<file path="src/rtl/tf_step_scheduler.sv">
// Sequences one time step over a cascade of sta/done_sig stages: latch strobe, then each stage in order.
// Optional STEP_PERF_EN adds last_step_cycles (cycles from step_req to step_done, saturating).
module tf_step_scheduler #(
  parameter int NUM_STAGE = 4,
  parameter int STG_W     = 4,
  parameter int TIMEOUT   = 64
) (
  input  logic                 clk,
  input  logic                 rst,
  input  logic                 rst_user,
  input  logic                 step_req,
  input  logic [NUM_STAGE-1:0] done_sig,
  output logic [NUM_STAGE-1:0] sta,
  output logic                 control_valuation_sig,
  output logic                 first_step,
  output logic                 busy,
  output logic                 step_done,
  output logic                 overrun,
  output logic                 timeout_err,
  output logic [STG_W-1:0]     err_stage,
`ifdef STEP_PERF_EN
  output logic [15:0]          last_step_cycles,
`endif
  output logic [31:0]          step_count
);

  typedef enum logic [2:0] {IDLE, LATCH, ISSUE, WAIT, DONE, ERR} state_t;

  state_t                 state, state_n;
  logic [STG_W-1:0]       idx;
  logic [15:0]            timer;
  logic [NUM_STAGE-1:0]   sel;
  logic                   done_cur, last_stg;

  // One-hot select avoids indexing done_sig/sta with a wider index.
  assign sel      = NUM_STAGE'(1) << idx;
  assign done_cur = |(done_sig & sel);
  assign last_stg = (idx == STG_W'(NUM_STAGE - 1));

  always_comb begin
    state_n               = state;
    sta                   = '0;
    control_valuation_sig = 1'b0;
    step_done             = 1'b0;
    busy                  = 1'b1;
    case (state)
      IDLE: begin
        busy = 1'b0;
        if (step_req) state_n = LATCH;
      end
      LATCH: begin
        control_valuation_sig = 1'b1;
        state_n               = ISSUE;
      end
      ISSUE: begin
        sta     = sel;
        state_n = WAIT;
      end
      WAIT: begin
        // done takes priority over a coincident timeout
        if (done_cur)                    state_n = last_stg ? DONE : ISSUE;
        else if (timer == 16'(TIMEOUT)) state_n = ERR;
      end
      DONE: begin
        step_done = 1'b1;
        state_n   = IDLE;
      end
      ERR:     busy = 1'b0;
      default: state_n = IDLE;
    endcase
  end

  always_ff @(posedge clk or posedge rst) begin
    if (rst) begin
      state       <= IDLE;
      idx         <= '0;
      timer       <= '0;
      first_step  <= 1'b1;
      overrun     <= 1'b0;
      timeout_err <= 1'b0;
      err_stage   <= '0;
      step_count  <= '0;
    end else if (rst_user) begin
      state       <= IDLE;
      idx         <= '0;
      timer       <= '0;
      first_step  <= 1'b1;
      overrun     <= 1'b0;
      timeout_err <= 1'b0;
      err_stage   <= '0;
      step_count  <= '0;
    end else begin
      state <= state_n;
      if (step_req && state != IDLE) overrun <= 1'b1;
      case (state)
        LATCH: idx   <= '0;
        ISSUE: timer <= '0;
        WAIT: begin
          timer <= timer + 16'd1;
          if (done_cur && !last_stg) idx <= idx + STG_W'(1);
          if (state_n == ERR) begin
            timeout_err <= 1'b1;
            err_stage   <= idx;
          end
        end
        DONE: begin
          step_count <= step_count + 32'd1;
          first_step <= 1'b0;
        end
        default: ;
      endcase
    end
  end

`ifdef STEP_PERF_EN
  logic [15:0] perf_cnt;
  logic [15:0] perf_inc;

  assign perf_inc = (perf_cnt == 16'hFFFF) ? perf_cnt : perf_cnt + 16'd1;

  // perf_cnt is 0 in the cycle after acceptance, so the DONE capture adds one.
  always_ff @(posedge clk or posedge rst) begin
    if (rst) begin
      perf_cnt         <= '0;
      last_step_cycles <= '0;
    end else if (rst_user) begin
      perf_cnt         <= '0;
      last_step_cycles <= '0;
    end else begin
      perf_cnt <= (state == IDLE && step_req) ? 16'd0 : perf_inc;
      if (state == DONE) last_step_cycles <= perf_inc;
    end
  end
`endif

endmodule
</file>
<file path="config.mk">
export PLATFORM = sky130hd
export DESIGN_NAME = tf_step_scheduler
export DESIGN_NICKNAME = d
export VERILOG_FILES = /design/src/rtl/tf_step_scheduler.sv
export SDC_FILE = /design/constraint.sdc
export NUM_CORES = 1
export LEC_CHECK = 0
export CAP_MARGIN = 20
export CORE_UTILIZATION = 47
export CTS_CLUSTER_SIZE = 8
export DETAILED_ROUTE_END_ITERATION = 8
export PLACE_DENSITY = 0.8
export SLEW_MARGIN = 10
export SYNTH_ARGS = -nofsm -noshare
export SYNTH_HDL_FRONTEND = slang
export SYNTH_SLANG_ARGS = --single-unit
export TNS_END_PERCENT = 50
</file>
<file path="constraint.sdc">
create_clock -name clk -period 4.75 [get_ports clk]
set_input_delay 0.95 -clock clk [delete_from_list [all_inputs] [get_ports clk]]
set_output_delay 0.95 -clock clk [all_outputs]
set_load 0.03 [all_outputs]
</file>
### Word-level counts from Yosys, hierarchy flattened

Cells that the tools add are included.

* add/sub/neg operators: 3
* eq/ne operators: 9
* shifts and indexed selects: 1
* multiplexer cells: 27
* bitwise gates (word level): 1
* reduce and logical (&&, ||, !) cells: 15

Operators with widths (number)
* 2-to-1 mux 32 bit: 2
* adder 32 x 1 -> 32 bit (second input constant): 1
* one-hot mux 16 bit (2 select lines): 1
* 2-to-1 mux 4 bit: 6
* adder 16 x 1 -> 16 bit (second input constant): 1
* == test 16 x 7 -> 1 bit (second input constant): 1
* 2-to-1 mux 16 bit: 1
* 2-to-1 mux 3 bit: 5
* one-hot mux 3 bit (5 select lines): 1
* 2-to-1 mux 1 bit: 10
* == test 3 bit (second input constant): 3
* nonzero test 3 bit: 3
* one-hot mux 4 bit (2 select lines): 1
* nonzero test 2 bit: 4
* == test 3 x 2 -> 1 bit (second input constant): 2
* adder 4 x 1 -> 4 bit (second input constant): 1
* AND 4 bit: 1
* == test 4 x 2 -> 1 bit (second input constant): 1
* AND reduction 2 bit: 2
* OR reduction 4 bit: 1
* << shifter 1 x 4 -> 4 bit (first input constant): 1
* == test 3 x 1 -> 1 bit (second input constant): 1
* logical NOT 3 bit: 1
* inequality test 3 bit (second input constant): 1
* 3 further kinds: 4

* register bits: 62
* input port bits: 8
* output and inout port bits: 46
* logic and storage cells: 64

### Logic depth before layout (Yosys ltp)

Gate-level depths: netlist (run 1).

* word-level depth: 9
* mapped depth: 7
* gate-level depth less buffers: 7

### Worst setup path after synthesis (run 1)

Ideal clock, no wire load.

* path kind: flip-flop to output port
* start point: register state[1]
* end point: output port sta[0]
* arrival: 1845 ps
* required time: 3800 ps
* slack: 1955 ps
* stages on the path, launching flop included: 6
* path buffers: 1
* cells stage by stage: dfrtp_1 clkbuf_1 nor2b_1 nand2_1 nor2_1 nor3b_1

* cells in the longest elaborated chain, start to end: 2

RTL lines
* from (decl): line 29 `state_t state, state_n;`
* from (signal assigned): line 93 `state <= state_n;`
* == test 3 x 2 -> 1 bit: line 46 `case (state)`
* 2-to-1 mux 4 bit: line 46
* to (decl): line 13 `output logic [NUM_STAGE-1:0] sta,`

No other way between the ends.

### Worst setup path after layout (run 1)

Ends and elaborated chain as after synthesis.

==> metrics.txt, run 1 <==
pin count of the biggest net entering global routing 45; number of setup buffers added after CTS 0; clock tree from TritonCTS built; Placeable Area 0.00646 mm^2; Mapped Avg Cell Area 9.22 um^2; vias in the first global route 2,666; IO Count 54; XOR/XNOR Fraction of Synth Area 8.19%; fill count 533; setup TNS 0 ns; nets@finish 410; initial core utilization 49.7%; total clock sinks 62; required time worst endpoint 3.80 ns; top cell type by total area after synthesis dfrtp_1; post-layout min period 3.48 ns; Crit-path slowest cell clkdlybuf4s50_1; GRT Total Usage 22.4%; CTS clock-pin slew for the worst setup and hold paths 0.07 ns; cell leakage power 1.66 nW; Longest Clk Path Bufs 2; Arr. time, crit path 2.53 ns; Cell Rows 29; Post-Synth Simple-Gate Area 26.8%; initial antenna violation count 0; Final ANT Viol Nets 0; share of post-route cells with drive strength above 1 6.20%; Synth Area in Compound Gates 9.95%; pwr dens 283 mW/mm^2; Clk Latency, worst-skew pair 0.34 ns; Final Wtd Congestion 0.795; Crit. End Element output pin; part of the cycle the worst path needs 73.3%; Slew HR 35.3%; maximum vdd drop 0.207 mV; area delta synth->final 24.7%; CP max FO 11; Synth area leaders dfrtp_1 (48%), xor2_1 (7.6%), nor2_1 (6.0%), nand4_1 (4.3%), o21ai_0 (3.9%); share of the synthesized area in the top cell type 47.6%; failing checks design-rule violations; WL final 7.33 mm; ys async rst share 100%; most common cell in the netlist dfrtp_1; root buffer cell clkbuf_8; drc violations 6; largest family of logic cells by synthesized area simple AND/OR/NAND/NOR gates; Tot Pwr 0.00113 W; overall die width 84.6 um; Synth Flop Type dfrtp_1; initial drt markers 200; Tightest Hold Check Type reg2reg; PostCTS Resize Cnt 0; CP peak stage delay 0.73 ns; worst-path cell chain nor2b_1 -> nand2_1 -> nor2_1 -> nor3b_1 -> clkdlybuf4s50_1; Die Y 84.6 um; synthesized flop and latch total 62; critical path class reg2out; Syn Nets 360; critical path launch point type flip-flop; WL/cell 15.3 um; hpwl dp 4.99 mm; register area share after synthesis 48.4%; status finished with violations; mux share of post-synthesis cell area 1.87%; EDFF count, synth 0; first-pass GRT wire length 12.6 mm; RSZ-0062 raised after global routing no; number of CTS-inserted buffers 9; area share of fa/ha/maj cells after synthesis 1.56%; Slew @ Worst Pin 0.966 ns; Setup-failing EPs final 0; H-tree Lvls 3; final hold viol count 0; die area 0.00716 mm^2; Synth cell types 46; Final Skew 0.00772 ns; grt ovf 0; Slew Limit Fails 0; Syn. warnings 0; MaxCap Viol Count 0; Mapped Area 0.00321 mm^2; via/cell ratio 5.78; Post-Syn Instances 348; Fmax 0.287 GHz; synth cell count leaders dfrtp_1 (61), nor2_1 (51), nand2_1 (32); # diodes 0; via count 2,773; I/O Buffers 53; CTS Hold Bufs 0; 1st-pass router iterations 9
## final cells by class
| class | instances | area, um^2 | area share, % |
|---|---|---|---|
| Multi-Input combinational cell | 261 | 1550 | 38.8 |
| Clock buffer | 12 | 145 | 3.63 |
| Tap cell | 77 | 96.3 | 2.41 |
| Clock inverter | 4 | 70.1 | 1.75 |
| Sequential cell | 62 | 1550 | 38.8 |
| Inverter | 8 | 30.0 | 0.751 |
| Timing Repair Buffer | 56 | 553 | 13.8 |
## cells in the final DEF, fill, tap and decap left out, types with 3 or more instances in the layout
cell type / synthesis / layout
inv_1: 6 / 5
a21oi_1: 11 / 11
clkdlybuf4s50_1: 0 / 53
nor3b_1: 3 / 3
nand2_1: 32 / 32
xor2_1: 28 / 28
clkbuf_8: 0 / 10
a31oi_1: 4 / 4
and3_1: 7 / 7
or3_1: 8 / 8
o21ai_0: 25 / 25
nand4_1: 22 / 22
nand3_1: 23 / 23
and4_1: 3 / 3
buf_4: 0 / 3
nor2_1: 51 / 51
ha_1: 4 / 4
and2_1: 5 / 5
dfrtp_1: 61 / 61
mux2i_1: 6 / 6
## critical path: cells and delay by family (launching register included)
kind / cells / cell delay [ns]
buf+inv: 1 / 0.73
flops: 1 / 0.50
simple gates: 4 / 0.97
## worst paths after layout
check	from	end	slack, ns	cells after the start
max	state[1]$_DFF_PP0_	sta[0]	1.27	5
min	first_step$_DFFE_PP1P_	first_step$_DFFE_PP1P_	0.47	2
max reg2reg	state[0]$_DFF_PP0_	step_count[27]$_DFFE_PP0P_	2.25	5
min reg2reg	first_step$_DFFE_PP1P_	first_step$_DFFE_PP1P_	0.47	2
max in group asynchronous	rst	first_step$_DFFE_PP1P_	2.77	3
min in group asynchronous	rst	err_stage[0]$_DFFE_PP0P_	1.09	2
## per-layer routing
layer | track usage (%) | vias to the layer above | part of all wire, %
met3 | 4.72 | 8 | 6.3
met1 | 29.6 | 1356 | 45
met5 | 0 | - | 0
met2 | 35.4 | 89 | 47
li1 | - | 1320 | -
met4 | 10.9 | 0 | 1.4
## cells by family after synthesis
logic type,after synthesis
and+or+nand+nor,169
adders and majority gates,4
xor gates and xnor gates,30
DFF,62
AOI/OAI and AO/OA,52
muxes,6
buffers and inverters,25
## flip-flops by register name (all words and copies together) (netlist names)
signal	count
step_count	32
timer	16
err_stage	4
idx	4
state	3
first_step	1
overrun	1
timeout_err	1
## through the flow
stage	instances	setup WS [ns]	util (%)	area [um^2]	hold WS, ns
CTS	480	1.26	61.9	4000	0.467
global route	480	1.00	61.9	4000	0.474
finish	480	1.27	61.9	4000	0.466
floorplan	348	1.96	-	3210	0.465
global placement	464	1.64	58.6	3780	0.468
detailed placement	464	1.57	58.6	3780	0.456
## power by group
group | total [W] | switching [W] | internal [W]
sequential | 0.000542 | 0.00000995 | 0.000532
combinational | 0.0000764 | 0.0000499 | 0.0000266
clock | 0.000514 | 0.000206 | 0.000308
total | 0.00113 | 0.000266 | 0.000867
(Power assumes the default switching activity.)
==> run 2, diff against run 1 <==
clock period = 3.55 ns   (was 4.75 ns; I/O delays follow)
==> run 2 against run 1 <==
The run still ends with design-rule violations left. Power grew 40%. Global-route usage down 1.0 points. Hold slack gained 0.012 ns. Final cell count is 0.63% higher. First-iteration DRC count down 16%. Non-clock buffer count is 3 higher. Count of clock-buffer cells in the layout decreased by 3. Register-to-register slack worse by 0.90 ns. Final area up 1.6%. Largest cell class unchanged.
==> metrics.txt, run 2 (synthesized netlist as in run 1, its figures left out) <==
failing checks design-rule violations; maximum vdd drop 0.285 mV; root buffer cell clkbuf_8; Tightest Hold Check Type reg2reg; met2 Usage GRT 35.3%; Multi-input gate area 0.00155 mm^2; drc violations 7; Setup-failing EPs final 0; pin count of the biggest net entering global routing 45; IO Count 54; part of the cycle the worst path needs 91.1%; status finished with violations; Levels on crit path 5; number of setup buffers added after CTS 0; Crit. End Element output pin; worst r2r dst step_count[28]$_DFFE_PP0P_; Top reg by flops step_count; fin area 0.00407 mm^2; I/O Buffers 53; PostCTS Resize Cnt 0; Bufs and invs on worst path 1; M3 GR Usage 6.00%; reg2reg start state[0]$_DFF_PP0_; CTS Hold Bufs 0; CTS clock-pin slew for the worst setup and hold paths 0.06 ns; required time worst endpoint 2.84 ns; CP peak stage delay 0.73 ns; # diodes 0; cell leakage power 1.69 nW; via count 2,742; critical path launch point type flip-flop; total clock sinks 62; MaxCap Viol Count 0; worst-path cell chain nor2b_1 -> nand2_1 -> nor2_1 -> nor3b_1 -> clkdlybuf4s50_1; Clk Latency, worst-skew pair 0.34 ns; largest registers step_count x32, timer x16; post-layout min period 3.23 ns; Placed Instance Area 0.00382 mm^2; die area 0.00716 mm^2; crit path from state[1]$_DFF_PP0_; setup TNS 0 ns; Longest Clk Path Bufs 2; commonest non-fill, non-tap cell in the layout dfrtp_1; gr busiest metal met2; initial core utilization 49.7%; nets@finish 413; WL/cell 14.8 um; Final ANT Viol Nets 0; R2R setup slack 1.35 ns; Placeable Area 0.00646 mm^2; Crit-path slowest cell clkdlybuf4s50_1; commonest cells after routing, fill and taps aside dfrtp_1 (61), clkdlybuf4s50_1 (53), nor2_1 (51); grt ovf 0; initial antenna violation count 0; overall die width 84.6 um; pwr dens 391 mW/mm^2; Die Y 84.6 um; post-route core utilization 62.9%; first-pass GRT wire length 12.0 mm; number of CTS-inserted buffers 9; CP Capture Point sta[0]; Reg area 0.00155 mm^2; fill count 549; Slew HR 56.9%; RSZ-0062 raised after global routing no; area delta synth->final 26.7%; share of post-route cells with drive strength above 1 7.39%; WL final 7.15 mm; Arr. time, crit path 2.52 ns; H-tree Lvls 3; initial drt markers 169; Fmax 0.309 GHz; final hold viol count 0; Worst R2R Path Depth 5; met1 usage 27.9%; Cell Rows 29; Final Wtd Congestion 0.782; critical path class reg2out; vias in the first global route 2,541; final hold slack 0.478 ns; Largest register FFs 32; CP max FO 11; 1st-pass router iterations 9; Final Skew 0.0148 ns; GRT Total Usage 21.4%; CP top delay family simple AND/OR/NAND/NOR gates; via/cell ratio 5.68; clock tree from TritonCTS built; Slew Limit Fails 0; hpwl dp 4.93 mm; Slew @ Worst Pin 0.644 ns
[run 2: cell types whose count changed in the layout (fill, tap and decap cells not counted), sizes merged]
cell | before | now
clkbuf | 12 | 9
inv | 6 | 7
clkinv | 4 | 5
buf | 3 | 6
bufinv | 2 | 3
[run 2: how the worst min path moves through the flow]
stage,from,endpoint,cells past startpoint
after floorplan,timer[7]$_DFFE_PP0P_,timer[7]$_DFFE_PP0P_,1
after CTS,first_step$_DFFE_PP1P_,first_step$_DFFE_PP1P_,2
after global routing,first_step$_DFFE_PP1P_,first_step$_DFFE_PP1P_,2
after global placement,first_step$_DFFE_PP1P_,first_step$_DFFE_PP1P_,2
final,first_step$_DFFE_PP1P_,first_step$_DFFE_PP1P_,2
after detailed placement,first_step$_DFFE_PP1P_,first_step$_DFFE_PP1P_,2
[run 2: worst register-to-register path, stage by stage, from the launching register on]
cell and delay, ns:
dfrtp_1 0.51, or3b_1 0.54, a211oi_4 0.46, nand3_4 0.14, or3_1 0.34, a21oi_1 0.15
[run 2: cell type report]
cell class	count	area share (%)
flip-flops and latches	62	38.2
multi-input cells	261	38.2
repair buffers	59	14.5
clock buffers	9	3.05
clock inverters	7	2.99
well taps	77	2.37
inverters	8	0.739
[run 2: layer usage]
layer	routed length, um	share of wire [%]
met3	343	4.8
met1	3250	45
met2	3480	49
met5	0	0
met4	70	0.98
[run 2: where the power goes]
group          internal (W)  switching, W  total [W]
clock              0.000470      0.000290   0.000760
sequential         0.000712     0.0000134   0.000725
combinational     0.0000381     0.0000674   0.000106
[run 2: metrics by stage]
step | std cells | total power [W] | setup slack (ns)
2_1_floorplan | 348 | 0.000804 | 0.995
3_3_place_gp | 467 | 0.000843 | 0.745
3_5_place_dp | 467 | 0.000846 | 0.708
6_report | 483 | 0.00159 | 0.317
5_1_grt | 483 | 0.00165 | 0.209
4_1_cts | 483 | 0.00161 | 0.319
